<file path="src/rtl/tmds_encoder_serializer.sv">
// Three-lane DVI TMDS 8b/10b encoder with running-disparity DC balance, followed by
// 10:1 LSB-first serializers; pixel timing is recovered from the pixel_clk register.
module tmds_encoder_serializer (
   input  logic       fast_clk,
   input  logic       n_rst,
   input  logic       pixel_clk,
   input  logic       active_video,
   input  logic       h_sync,
   input  logic       v_sync,
   input  logic [7:0] red,
   input  logic [7:0] green,
   input  logic [7:0] blue,
   output logic [2:0] tmds_data_p,
   output logic [2:0] tmds_data_n
);

   localparam logic [9:0] CTRL_00 = 10'b1101010100;
   localparam logic [9:0] CTRL_01 = 10'b0010101011;
   localparam logic [9:0] CTRL_10 = 10'b0101010100;
   localparam logic [9:0] CTRL_11 = 10'b1010101011;

   function automatic logic [3:0] popcount8(input logic [7:0] v);
      logic [3:0] n;
      n = '0;
      for (int i = 0; i < 8; i++) n = n + {3'b000, v[i]};
      return n;
   endfunction

   // Transition-minimising stage: q_m[8] records XOR (1) or XNOR (0).
   function automatic logic [8:0] transition_min(input logic [7:0] d);
      logic [3:0] n1;
      logic       use_xnor;
      logic [8:0] qm;
      n1       = popcount8(d);
      use_xnor = (n1 > 4'd4) || ((n1 == 4'd4) && !d[0]);
      qm       = '0;
      qm[0]    = d[0];
      for (int i = 1; i < 8; i++) qm[i] = use_xnor ? ~(qm[i-1] ^ d[i]) : (qm[i-1] ^ d[i]);
      qm[8]    = ~use_xnor;
      return qm;
   endfunction

   function automatic logic [9:0] ctrl_token(input logic [1:0] c);
      logic [9:0] tok;
      case (c)
         2'b00:   tok = CTRL_00;
         2'b01:   tok = CTRL_01;
         2'b10:   tok = CTRL_10;
         default: tok = CTRL_11;
      endcase
      return tok;
   endfunction

   // Returns {next cnt, 10-bit word}; cnt is the signed ones-minus-zeros tally.
   function automatic logic [14:0] dc_balance(input logic [8:0] qm, input logic [4:0] cnt);
      logic signed [4:0] cur;
      logic signed [4:0] n1;
      logic signed [4:0] n0;
      logic signed [4:0] nxt;
      logic        [9:0] word;
      logic              q8;
      logic        [7:0] data;
      q8   = qm[8];
      data = qm[7:0];
      n1   = $signed({1'b0, popcount8(data)});
      n0   = 5'sd8 - n1;
      cur  = $signed(cnt);
      if ((cur == 5'sd0) || (n1 == n0)) begin
         word = {~q8, q8, q8 ? data : ~data};
         nxt  = q8 ? (cur + (n1 - n0)) : (cur + (n0 - n1));
      end else if (((cur > 5'sd0) && (n1 > n0)) || ((cur < 5'sd0) && (n0 > n1))) begin
         word = {1'b1, q8, ~data};
         nxt  = cur + (q8 ? 5'sd2 : 5'sd0) + (n0 - n1);
      end else begin
         word = {1'b0, q8, data};
         nxt  = cur - (q8 ? 5'sd0 : 5'sd2) + (n1 - n0);
      end
      return {nxt, word};
   endfunction

   logic             pix_q, pix_d;
   logic             rise, fall;

   logic [2:0][7:0]  pix_data_q, pix_data_d;
   logic             de_cap_q, de_cap_d;
   logic [1:0]       ctl_cap_q, ctl_cap_d;
   logic             cap_vld_q, cap_vld_d;

   logic [2:0][8:0]  qm_q, qm_d;
   logic             de_s1_q, de_s1_d;
   logic [1:0]       ctl_s1_q, ctl_s1_d;
   logic             s1_vld_q, s1_vld_d;

   logic [2:0][9:0]  word_q, word_d;
   logic [2:0][4:0]  cnt_q, cnt_d;
   logic [2:0][9:0]  shift_q, shift_d;

   assign rise = pixel_clk & ~pix_q;
   assign fall = ~pixel_clk & pix_q;

   // Mid-period capture and stage 1 (transition minimisation).
   always_comb begin
      // NOTE: every always_comb output gets a default first so no path infers a latch.
      pix_d      = pixel_clk;
      pix_data_d = pix_data_q;
      de_cap_d   = de_cap_q;
      ctl_cap_d  = ctl_cap_q;
      cap_vld_d  = fall;
      qm_d       = qm_q;
      de_s1_d    = de_s1_q;
      ctl_s1_d   = ctl_s1_q;
      s1_vld_d   = cap_vld_q;
      if (fall) begin
         pix_data_d = {red, green, blue};
         de_cap_d   = active_video;
         ctl_cap_d  = {v_sync, h_sync};
      end
      if (cap_vld_q) begin
         for (int ch = 0; ch < 3; ch++) qm_d[ch] = transition_min(pix_data_q[ch]);
         de_s1_d  = de_cap_q;
         ctl_s1_d = ctl_cap_q;
      end
   end

   // Stage 2: one update per captured pixel, so cnt never advances on idle bit-clock cycles.
   always_comb begin
      word_d = word_q;
      cnt_d  = cnt_q;
      if (s1_vld_q) begin
         for (int ch = 0; ch < 3; ch++) begin
            if (!de_s1_q) begin
               word_d[ch] = ctrl_token((ch == 0) ? ctl_s1_q : 2'b00);
               cnt_d[ch]  = '0;
            end else begin
               {cnt_d[ch], word_d[ch]} = dc_balance(qm_q[ch], cnt_q[ch]);
            end
         end
      end
   end

   // Serializer: an early rise simply overwrites the unsent bits.
   always_comb begin
      for (int ch = 0; ch < 3; ch++) begin
         shift_d[ch] = rise ? word_q[ch] : {1'b0, shift_q[ch][9:1]};
      end
   end

   always_ff @(posedge fast_clk or negedge n_rst) begin
      if (!n_rst) begin
         // NOTE: the word registers reset to the 00 control token, not zero, so the
         // first character after reset is a legal TMDS symbol.
         pix_q      <= 1'b0;
         pix_data_q <= '0;
         de_cap_q   <= 1'b0;
         ctl_cap_q  <= '0;
         cap_vld_q  <= 1'b0;
         qm_q       <= '0;
         de_s1_q    <= 1'b0;
         ctl_s1_q   <= '0;
         s1_vld_q   <= 1'b0;
         word_q     <= {3{CTRL_00}};
         cnt_q      <= '0;
         shift_q    <= '0;
      end else begin
         // NOTE: non-blocking assignments keep every register sampling pre-edge values.
         pix_q      <= pix_d;
         pix_data_q <= pix_data_d;
         de_cap_q   <= de_cap_d;
         ctl_cap_q  <= ctl_cap_d;
         cap_vld_q  <= cap_vld_d;
         qm_q       <= qm_d;
         de_s1_q    <= de_s1_d;
         ctl_s1_q   <= ctl_s1_d;
         s1_vld_q   <= s1_vld_d;
         word_q     <= word_d;
         cnt_q      <= cnt_d;
         shift_q    <= shift_d;
      end
   end

   assign tmds_data_p = {shift_q[2][0], shift_q[1][0], shift_q[0][0]};
   assign tmds_data_n = ~tmds_data_p;

endmodule

</file>
<file path="config.mk">
export PLATFORM = sky130hd
export DESIGN_NAME = tmds_encoder_serializer
export DESIGN_NICKNAME = d
export VERILOG_FILES = /design/src/rtl/tmds_encoder_serializer.sv
export SDC_FILE = /design/constraint.sdc
export NUM_CORES = 1
export LEC_CHECK = 0
export ABC_AREA = 1
export CORE_ASPECT_RATIO = 0.9
export CORE_MARGIN = 3
export CORE_UTILIZATION = 61
export CTS_CLUSTER_SIZE = 30
export DETAILED_ROUTE_END_ITERATION = 10
export PLACE_DENSITY = 0.8
export SLEW_MARGIN = 20
export SYNTH_ARGS = -nofsm -noshare
export SYNTH_HDL_FRONTEND = slang
export SYNTH_SLANG_ARGS = --single-unit
</file>
<file path="constraint.sdc">
create_clock -name fast_clk -period 6.81 [get_ports fast_clk]
set_clock_uncertainty 0.05 [all_clocks]
set_input_delay 1.362 -clock fast_clk [delete_from_list [all_inputs] [get_ports fast_clk]]
set_output_delay 1.362 -clock fast_clk [all_outputs]
set_load 0.02 [all_outputs]
</file>
==> results.md, run 1 <==
Synth:
- The biggest area consumer among synthesized cells is dfrtp_1.
- Sorting the synthesized cells by area gives the leading types as dfrtp_1, nand2_1, ha_1.
- Averaged over all synthesized cells, the footprint is 8.12 um2.
- The share of the Yosys chip area taken by registers is 0.366.
- After synthesis, the netlist uses 38 different library cells.
- The synthesized design contains 135 register bits.
- Of the post-synthesis cell area, the dominant cell type holds 0.323.
- Counting every instance in the synthesized netlist gives 1,144.
- The mapped cell area is 0.00929 mm2.
- Counting every net in the synthesized netlist gives 1,277.
- The warning count from the yosys run is 0.

Critical path:
- The critical path in this run is classified as reg -> reg.
- Counting both buffers and inverters, the worst setup path holds a total of 5.
- The arrival time of data at the critical path endpoint is 5810 ps.
- The worst setup path is captured at a flip-flop.
- The startpoint class of the critical path is a flip-flop.
- In this design, the stage delay of the slowest critical-path cell is 500 ps.
- Grouping stages by cell kind, the critical path spends the most delay in adder cells.
- Along the worst path, the maximum fanout reaches 4.
- For the worst setup path, the data required time is 7110 ps.
- The cell with the largest stage delay on the worst path is fa_1.

GRT:
- The number of global-route vias before repair came to 6,935.
- In the global route stage, met2 resource usage came out at 0.395.
- In the global route stage, overall resource usage came out at 0.244.
- In the global route stage, met1 resource usage came out at 0.341.
- The maximum number of pins on one net before global-route repair is 78.
- The remaining global-route overflow is 0.
- The first global-routing pass estimated 32.7 mm of wire.
- After global routing, the most crowded layer is met2.
- In the global route stage, met3 resource usage came out at 0.0488.
- The initial antenna violation count is 0.

Floorplan:
- The die covers 0.0167 mm2.
- The total core area is 0.0148 mm2.
- The floorplan has 42 rows.
- During I/O placement, the number of pins put on the boundary was 36.
- The die is 123 um tall.
- The die span in x is 136 um.
- The starting density of the core is 0.627.

Timing:
- Of the available clock period, the critical path in the final layout requires 0.809.
- The setup-violating endpoint count in the final report is 0.
- The final max-slew violation count is 0.
- Setup repair after global routing left no endpoint under its margin.
- After routing, the total negative slack on setup checks comes to 0 ps.
- In the post-route analysis, the smallest setup slack over all paths is 1300 ps.
- For the finished layout, the period the worst path requires is 5510 ps.
- The final hold violation count is 0.
- The worst slack on hold paths is 421 ps.
- The worst-case headroom to the max-slew limit is 0.373.
- For this run, the top clock speed supported by timing is 182 MHz.
- At the pin with the least slew margin, the transition time is 940 ps.

Routing:
- For this block, the initial DRC count from the detailed router was 600.
- The routed wire length per instance is 14.0 um.
- In the routed layout, each cell is associated on average with a via count of 5.32.
- For this run, design rule violations remaining after detail routing come to 0.
- For this run, the detailed router's first-pass iteration total came to 6.
- The routed design has 19.3 mm of wire.
- Detailed routing inserted a total of 7,350 vias.
- The post-detailed-route count of antenna-violating nets is 0.

Clock network:
- Clock-pin slew was measured on the worst setup and hold paths at 60 ps.
- In this run the clock root is driven by a clkbuf_16.
- The clock tree from TritonCTS is done.
- The number of sinks handled by clock tree synthesis is 135.
- For this design, the CTS-stage hold fixing added 0 buffers.
- Buffers inserted during clock tree synthesis total 17.
- Post-CTS repair changed the size of 0 cells.
- The clock latency reported for the late side of the worst-skew pair is 420 ps.
- The H-tree depth is 4.
- In this run the deepest clock path goes through 2 buffers.
- Post-CTS timing repair inserted 0 buffers for setup.

Layout:
- Of the cells placed in the final design, the portion with a size suffix greater than 1 is 0.105.
- 0 antenna diodes ended up in the layout.
- In the final layout, the multi-input gates occupy 0.00495 mm2.
- After routing the design area is 0.0104 mm2.
- Compared with the post-synthesis result, the final layout area differs by 11.6%.
- The register cell area after layout is 0.00340 mm2.
- The count of fill cells added during filler insertion is 1,144.
- At the end of the flow, the number of nets in the layout was 1,304.

Place:
- Routability-driven placement finished with a final weighted congestion of 0.951.
- The worst setup slack before clock tree synthesis is 1330 ps.
- The post-detailed-placement cell area is 0.00976 mm2.
- Summed over all nets, the half-perimeter wirelength after detailed placement is 13.8 mm.
- The count of input and output buffers is 35.

Worst hold path:
- The worst hold path class is reg -> reg.

Job:
- Max-cap violations in this run came to 0.

Outcome:
- The flow ran to the end, and the final reports show no timing, DRC or antenna violations.
kinds of logic after synthesis:
kind of cell / share of synthesized area
flip-flops: 0.366
AND/OR/NAND/NOR: 0.223
adder cells (fa/ha/maj): 0.168
buffers and inverters: 0.102
multiplexers: 0.0303
AO/OA/AOI/OAI: 0.0822
XOR/XNOR: 0.0292
cells in the mapped netlist, drive strengths merged:
library cell  number
nand2            309
inv              206
dfrtp            120
nand3             93
o21ai             93
ha                67
nor2              54
fa                36
a21oi             27
mux2              25
xor2              22
clkbuf            21
dfstp             15
buf               11
xnor2              9
nand3b             7
nand4              5
o211ai             5
o22ai              5
a22oi              4
or2                4
o221a              2
o31ai              2
a31oi              1
o221ai             1
stage by stage:
| step | util | std cells |
|---|---|---|
| finish | 0.700 | 1382 |
| global route | 0.700 | 1382 |
| CTS | 0.700 | 1382 |
| detailed placement | 0.658 | 1350 |
| global placement | 0.658 | 1350 |
| floorplan | - | 1144 |
worst paths after layout:
| kind | from | end | slack, ps | depth (start not counted) |
|---|---|---|---|---|
| setup / recovery | qm_q[21] | cnt_q[14] | 1300 | 25 |
| hold / removal | shift_q[24] | shift_q[23] | 420 | 1 |
| setup reg to reg | qm_q[21] | cnt_q[14] | 1300 | 25 |
| hold reg to reg | shift_q[24] | shift_q[23] | 420 | 1 |
| max in group asynchronous | n_rst | qm_q[8] | 4520 | 2 |
| min in group asynchronous | n_rst | pix_data_q[12] | 860 | 1 |
state kept, by name, summed over array words and instances, names as in the netlist:
register and count:
ctl_s1_q 2, pix_q 1, shift_q 27, cnt_q 15
tmds_data_p 3, word_q 30, de_cap_q 1, qm_q 27
pix_data_q 24, de_s1_q 1, cap_vld_q 1, ctl_cap_q 2
s1_vld_q 1
placed cells by master, fill, tap and decap left out, drive strengths merged:
cell type | Yosys | layout
a21oi | 27 | 27
a22oi | 4 | 4
a31oi | 1 | 1
buf | 11 | 6
bufinv | 0 | 3
clkbuf | 21 | 18
clkdlybuf4s50 | 0 | 34
clkinv | 0 | 6
clkinvlp | 0 | 2
dfrtp | 120 | 120
dfstp | 15 | 15
fa | 36 | 36
ha | 67 | 67
inv | 206 | 209
mux2 | 25 | 25
nand2 | 309 | 309
nand3 | 93 | 93
nand3b | 7 | 7
nand4 | 5 | 5
nor2 | 54 | 54
o211ai | 5 | 5
o21ai | 93 | 93
o221a | 2 | 2
o221ai | 1 | 1
o22ai | 5 | 5
o31ai | 2 | 2
or2 | 4 | 4
xnor2 | 9 | 9
xor2 | 22 | 22
layer usage:
| layer | wire length (um) | vias to the layer above |
|---|---|---|
| met3 | 948 | 24 |
| met5 | 0 | - |
| li1 | - | 3642 |
| met2 | 9250 | 207 |
| met1 | 8900 | 3477 |
| met4 | 225 | 0 |
layout make-up:
| type | count | area share |
|---|---|---|
| inverter | 206 | 0.0748 |
| clock inverter | 14 | 0.0165 |
| tap | 198 | 0.0239 |
| multi-input combinational | 771 | 0.477 |
| sequential | 135 | 0.328 |
| clock buffer | 18 | 0.0424 |
| timing repair buffer | 40 | 0.0375 |
Power of run 1 is not shown: default switching activity piles up to over one toggle a cycle in this logic, so the estimate is an artifact.
==> inputs of run 2 (changes only) <==
- CORE_UTILIZATION: 61 -> 56
- PLACE_DENSITY: 0.8 -> 0.77
- clock period: 6.81 -> 4.46 ns (I/O delays scaled with it)
==> results.md, run 2 (same netlist as run 1, synthesis figures left out) <==
Routing:
- The met2 layer wire length in the routed design was 10.7 mm (+16%).
- The routed wire length per instance is 14.8 um (+6.0%).
- The met3 routed wirelength is 1.25 mm (+32%).
- The post-detailed-routing wire length is 22.1 mm (+15%).
- The DRC violations left is 0 (unchanged).
- The total iterations of the first detailed-routing run is 5 (-1).
- The total via count in the routed design is 7,998 (+8.8%).
- The post-detailed-route count of antenna-violating nets is 0 (unchanged).
- The average vias per placed instance was 5.36 (+0.73%).
- The highest metal layer used by the detailed router is met4.
- The routed length on met1 was 9.66 mm (+8.6%).
- The iteration-0 DRC count of the detailed router is 609 (+1.5%).

Layout:
- The count of fill cells added during filler insertion is 1,152 (+0.70%).
- The final antenna diode count came to 0 (unchanged).
- The combined area of the multi-input logic cells is 0.00541 mm2 (+9.4%).
- The library cells used most frequently in the layout, excluding fill and tap cells, are nand2_1, inv_1, dfrtp_1.
- The register cell area after layout is 0.00340 mm2 (unchanged).
- The number of nets at the end of the flow was 1,406 (+7.8%).
- The growth of design area from synthesis to finish is 24.8%.
- The share of layout cells above drive strength 1 is 0.236 (+0.132).
- word_q holds more flip-flops than any other register.
- The share of the core filled with cells in the final layout was 0.716 (+0.0162).
- Leaving out fill and tap cells, the most frequent cell in the layout is nand2_1.
- The number of flip-flops under the largest register name was 30 (unchanged).
- The largest registers in the layout are word_q: 30 flops, qm_q: 27 flops, shift_q: 27 flops.
- The post-layout instance count excluding filler cells is 1,493 (+8.0%).

Job:
- The number of max-cap violations was 0 (unchanged).

GRT:
- The global-route wire length before repair came to 35.7 mm (+9.2%).
- The overall global routing resource usage came to 0.239 (-0.00460).
- The remaining global-route overflow is 0 (unchanged).
- The initial antenna violation count is 0 (unchanged).
- The maximum number of pins on one net before global-route repair is 84 (+7.7%).
- The number of global-route vias before repair is 7,615 (+9.8%).

Worst hold path:
- The worst hold path class is reg -> reg.
- In this run the most critical hold path is launched from shift_q[19].

Timing:
- The setup-violating endpoint count in the final report is 8 (+8).
- The final hold violation count was 0 (unchanged).
- The worst slack on hold paths came to 419 ps (-2.02 ps).
- The accumulated negative setup slack came to -3240 ps (-3240 ps).
- The worst-case headroom to the max-slew limit is 0.497 (+0.124).
- Setup repair after global routing could not meet its margin everywhere.
- The highest clock frequency the design can meet is 195 MHz (+7.2%).
- The final critical path time including I/O delays and setup is 5140 ps (-372 ps).
- The post-route fraction of the period consumed by the critical path was 1.15 (+0.343).
- The smallest setup slack after layout was -675 ps (-1980 ps).
- The final max-slew violation count is 0 (unchanged).
- The pin slew with the least headroom to its limit came to 755 ps (-185 ps).

Floorplan:
- The die span in x is 142 um (+4.2%).
- The starting density of the core is 0.574 (-0.0529).
- The number of rows created at floorplan is 44 (+4.8%).
- The die footprint is 0.0182 mm2 (+8.5%).
- The die extent in y is 128 um (+4.2%).
- The total core area was 0.0162 mm2 (+9.2%).
- The count of pins on the block boundary was 36 (unchanged).

Place:
- The number of instances in the placed design is 1,430 (+5.9%).
- The count of input and output buffers is 35 (unchanged).
- The global placement routability congestion is 0.902 (-5.2%).
- The detailed placement HPWL came to 14.7 mm (+6.4%).

Critical path:
- The slowest stage of the critical path belongs to the cell fa_1.
- The most frequent cell on the critical path is inv_2.
- The critical path startpoint is qm_q[10].
- The reg-to-reg startpoint is qm_q[10].
- The worst setup path is launched from a flip-flop.
- The arrival time of data at the critical path endpoint came to 5400 ps (-410 ps).
- The maximum fanout along the worst path is 3 (-1).
- By startpoint and endpoint, the worst setup path is classified as reg -> reg.
- The longest individual stage delay on the worst path is 550 ps (+50 ps).
- The required time of the worst setup path is 4720 ps (-2390 ps).
- STA classifies the critical path endpoint as a flip-flop.

Clock network:
- The number of hold-repair buffers added at the cts stage is 0 (unchanged).
- The H-tree depth is 4 (unchanged).
- The clock-pin slew reported for the worst setup and hold paths after clock tree synthesis was 60 ps (about the same).
- CTS placed an instance of clkbuf_16 at the clock tree root.
- The clock latency reported for the late side of the worst-skew pair is 420 ps (about the same).
- TritonCTS built the clock tree.
- The number of clock buffers inserted by TritonCTS came to 17 (unchanged).
- The number of buffers on the longest clock path is 2 (unchanged).
- The number of sinks handled by clock tree synthesis was 135 (unchanged).

Outcome:
- The final reports fail on setup timing.
- The flow ran to the end, but the final reports show violations.
[run 2: cell types whose count changed in the layout (fill, tap and decap cells not counted), moves of 10 or more]
cell	delta
buf_4	+97
inv_1	-25
inv_2	+21
o21ai_0	-17
nand2_1	-13
ha_1	-12
o21ai_1	+11
ha_4	+10
[run 2: layout make-up]
cell class                      count  area share
Clock inverter                      9     0.00864
Timing Repair Buffer              141       0.100
Inverter                          206      0.0678
Sequential cell                   135       0.293
Multi-Input combinational cell    772       0.467
Clock buffer                       23      0.0404
Tap cell                          207      0.0224
[run 2: metrics by stage]
step           setup slack, ps  area (um2)
2_1_floorplan             -475        9370
3_3_place_gp              -507       10400
3_5_place_dp              -702       10400
4_1_cts                   -585       11100
5_1_grt                   -920       11600
6_report                  -675       11600
[run 2: layer usage]
metal	vias to the layer above	GRT usage
li1	3868	-
met1	3803	0.336
met2	273	0.385
met3	54	0.0384
met4	0	0.0756
met5	-	0
[run 2: path summary, 6_finish.rpt]
check | endpoint | slack [ps] | cells past startpoint
max in group asynchronous | shift_q[5] | 3000 | 2
min in group asynchronous | pix_data_q[21] | 480 | 1
min reg2reg | shift_q[18] | 420 | 2
max reg2reg | cnt_q[9] | -680 | 29
max | cnt_q[9] | -680 | 29
min | shift_q[18] | 420 | 2
[run 2: what timing repair did]
item	4_1_cts	5_1_grt
resized for setup	35	69
cloned	0	1
buffers inserted	12	21
endpoints found under the setup margin	14	37
pin swaps	19	28
[run 2: worst max-delay path: cells and delay by family (launching register included)]
family,cells,cell delay (ps)
flip-flops,1,360
XOR/XNOR,1,220
adder cells (fa/ha/maj),7,2640
AO/OA/AOI/OAI,3,370
buffers and inverters,7,520
AND/OR/NAND/NOR,11,880
Power of run 2 is left out for the same reason.
==> edit: new RTL, flow settings as in run 1 <==
Register the inputs `active_video`, `h_sync`, `v_sync`, `red`, `green` and `blue` before use, without a reset. The logic sees them one clock later.
--- a/src/rtl/tmds_encoder_serializer.sv
+++ b/src/rtl/tmds_encoder_serializer.sv
@@ -18,6 +18,22 @@
    localparam logic [9:0] CTRL_01 = 10'b0010101011;
    localparam logic [9:0] CTRL_10 = 10'b0101010100;
    localparam logic [9:0] CTRL_11 = 10'b1010101011;
+
+   logic active_video_q;
+   logic h_sync_q;
+   logic v_sync_q;
+   logic [7:0] red_q;
+   logic [7:0] green_q;
+   logic [7:0] blue_q;
+
+   always_ff @(posedge fast_clk) begin
+      active_video_q <= active_video;
+      h_sync_q       <= h_sync;
+      v_sync_q       <= v_sync;
+      red_q          <= red;
+      green_q        <= green;
+      blue_q         <= blue;
+   end
 
    function automatic logic [3:0] popcount8(input logic [7:0] v);
       logic [3:0] n;
@@ -111,9 +127,9 @@
       ctl_s1_d   = ctl_s1_q;
       s1_vld_d   = cap_vld_q;
       if (fall) begin
-         pix_data_d = {red, green, blue};
-         de_cap_d   = active_video;
-         ctl_cap_d  = {v_sync, h_sync};
+         pix_data_d = {red_q, green_q, blue_q};
+         de_cap_d   = active_video_q;
+         ctl_cap_d  = {v_sync_q, h_sync_q};
       end
       if (cap_vld_q) begin
          for (int ch = 0; ch < 3; ch++) qm_d[ch] = transition_min(pix_data_q[ch]);
Check against the original RTL: not equivalent (Yosys sat finds a counterexample within 10 cycles, from zero or initial values and one cycle with n_rst low).
==> edit against run 1 <==
Sequential cell count up 27; first-iteration DRC count down 9.3%; synthesized cell count up 2.9%; synthesized area up 6.4%; critical endpoint unchanged; routed wire length up 5.4%; hold slack worse by 0.045 ns; final area up 5.0%; sequential share of layout area up 3.4 points; setup slack worse by 0.10 ns.
Power is not shown: default switching activity piles up to over one toggle a cycle in this logic, so the estimate is an artifact.
==> edit: results (changes against run 1) <==
stage;metric;value;unit;change
outcome;status;completed;;
route;routed_via_density;5.34;;+0.44%
grt;antenna_found_initial;0;;unchanged
grt;use_met1;0.336;;-0.00465
placement;io_buffers;35;;unchanged
min_path;hold_path_end;pix_data_q[9]$_DFFE_PN0P_;;
clock_network;ctsLongestPathBuffers;2;;unchanged
grt;met3_usage;0.0531;;+0.00433
clock_network;htreeDepth;4;;unchanged
placement;place_congestion;0.950;;-0.14%
min_path;holdPathStages;2;;+1
clock_network;postCtsSetupBuffers;0;;unchanged
route;wire_per_inst;14.4;microns;+2.8%
timing;slew_headroom;0.303;;-0.0701
synth;synth-async-reset-ratio;0.833;;-0.167
grt;first_global_vias;7617;;+9.8%
route;drt_iter0_markers;544;;-9.3%
synth;synth_edf_count;0;;unchanged
synth;synthMuxAreaShare;0.0285;;-0.00182
synth;yosysSeqAreaShare;0.399;;+0.0327
grt;grt_pass1_wl;35.8;mm;+9.3%
route;highest_layer;met4;;
synth;synth-xor-area-share;0.0310;;+0.00179
critical_path;slowest_stage;fa_1;;
min_path;hp-class;flip-flop to flip-flop;;
clock_network;cts_resized;0;;unchanged
clock_network;clock_latency;0.42;ns;about the same
clock_network;cts_root_buffer;clkbuf_16;;
final_layout;fillers;1198;;+4.7%
critical_path;cp_max_fo;4;;unchanged
synth;yosys-top-cells-count;nand2_1 (298), inv_1 (188), dfrtp_1 (120);;
min_path;min_from;green_q[1]$_DFF_P_;;
synth;synth_compound_area_frac;0.0748;;-0.00735
grt;met2_usage;0.405;;+0.0103
synth;yosysUniqueCellTypes;42;;+11%
synth;synthTopCellsByArea;dfrtp_1 (30%), nand2_1 (11%), ha_1 (8.5%);;
grt;track_usage;0.246;;+0.00209
route;wl_met3;990;microns;+4.4%
synth;syn_nets;1310;;+2.6%
clock_network;numCtsBuffers;17;;unchanged
critical_path;max_stage_delay;0.58;ns;+0.08 ns
final_layout;drive_gt1_frac;0.109;;+0.00474
critical_path;crit_start;qm_q[18]$_DFFE_PN0P_;;
synth;synth_ff_type;dfrtp_1;;
route;wl_met1;9.38;mm;+5.5%
critical_path;r2r_cells;29;;+16%
grt;grt_max_degree;81;;+3.8%
route;drt_pre_antenna_iters;6;;unchanged
synth;yosysWarnings;0;;unchanged
critical_path;arrival;5.92;ns;+0.11 ns
synth;synthAdderAreaFrac;0.158;;-0.0101
final_layout;reg_top3;word_q: 30 flops, qm_q: 27 flops, shift_q: 27 flops;;
critical_path;crit_end;cnt_q[14]$_DFFE_PN0P_;;
route;dr_wl_met2;9.80;mm;+5.9%
clock_network;clkSlewWorstSetupHoldPaths;0.07;ns;
placement;dpl.hpwl;14.8;mm;+7.6%
critical_path;rrSetupSlack;1.20;ns;-0.10 ns
final_layout;n_antenna_cell;0;;unchanged
edit: cell count changes in the layout (fill, tap and decap cells not counted), sizes merged, moves of 3 or more:
cell,delta
bufinv,-3
dfxtp,+27
nand2,+13
o21ai,-5
xnor2,+3
edit: cell type report:
class                      count  area [sq um]  share of cell area
tap                          202           253              0.0232
sequential                   162          3940               0.362
clock buffer                  19           433              0.0398
inverter                     204           768              0.0706
timing repair buffer          39           382              0.0351
clock inverter                13           100             0.00919
multi-input combinational    778          5010               0.461
edit: through the flow:
stage	hold WS, ns	cell area, sq um	util	std cells	setup slack, ns
floorplan	0.302	9880	-	1177	1.68
global placement	0.364	10400	0.661	1385	1.52
detailed placement	0.366	10400	0.661	1385	1.28
CTS	0.377	10900	0.695	1417	1.25
global route	0.400	10900	0.695	1417	0.772
finish	0.376	10900	0.695	1417	1.20
edit: critical path: cells and delay by family (launching register included):
kind	cells	cell delay [ns]
simple gates	13	1.22
flops	1	0.38
fa+ha+maj	8	3.15
buf+inv	6	0.42
compound gates	2	0.32
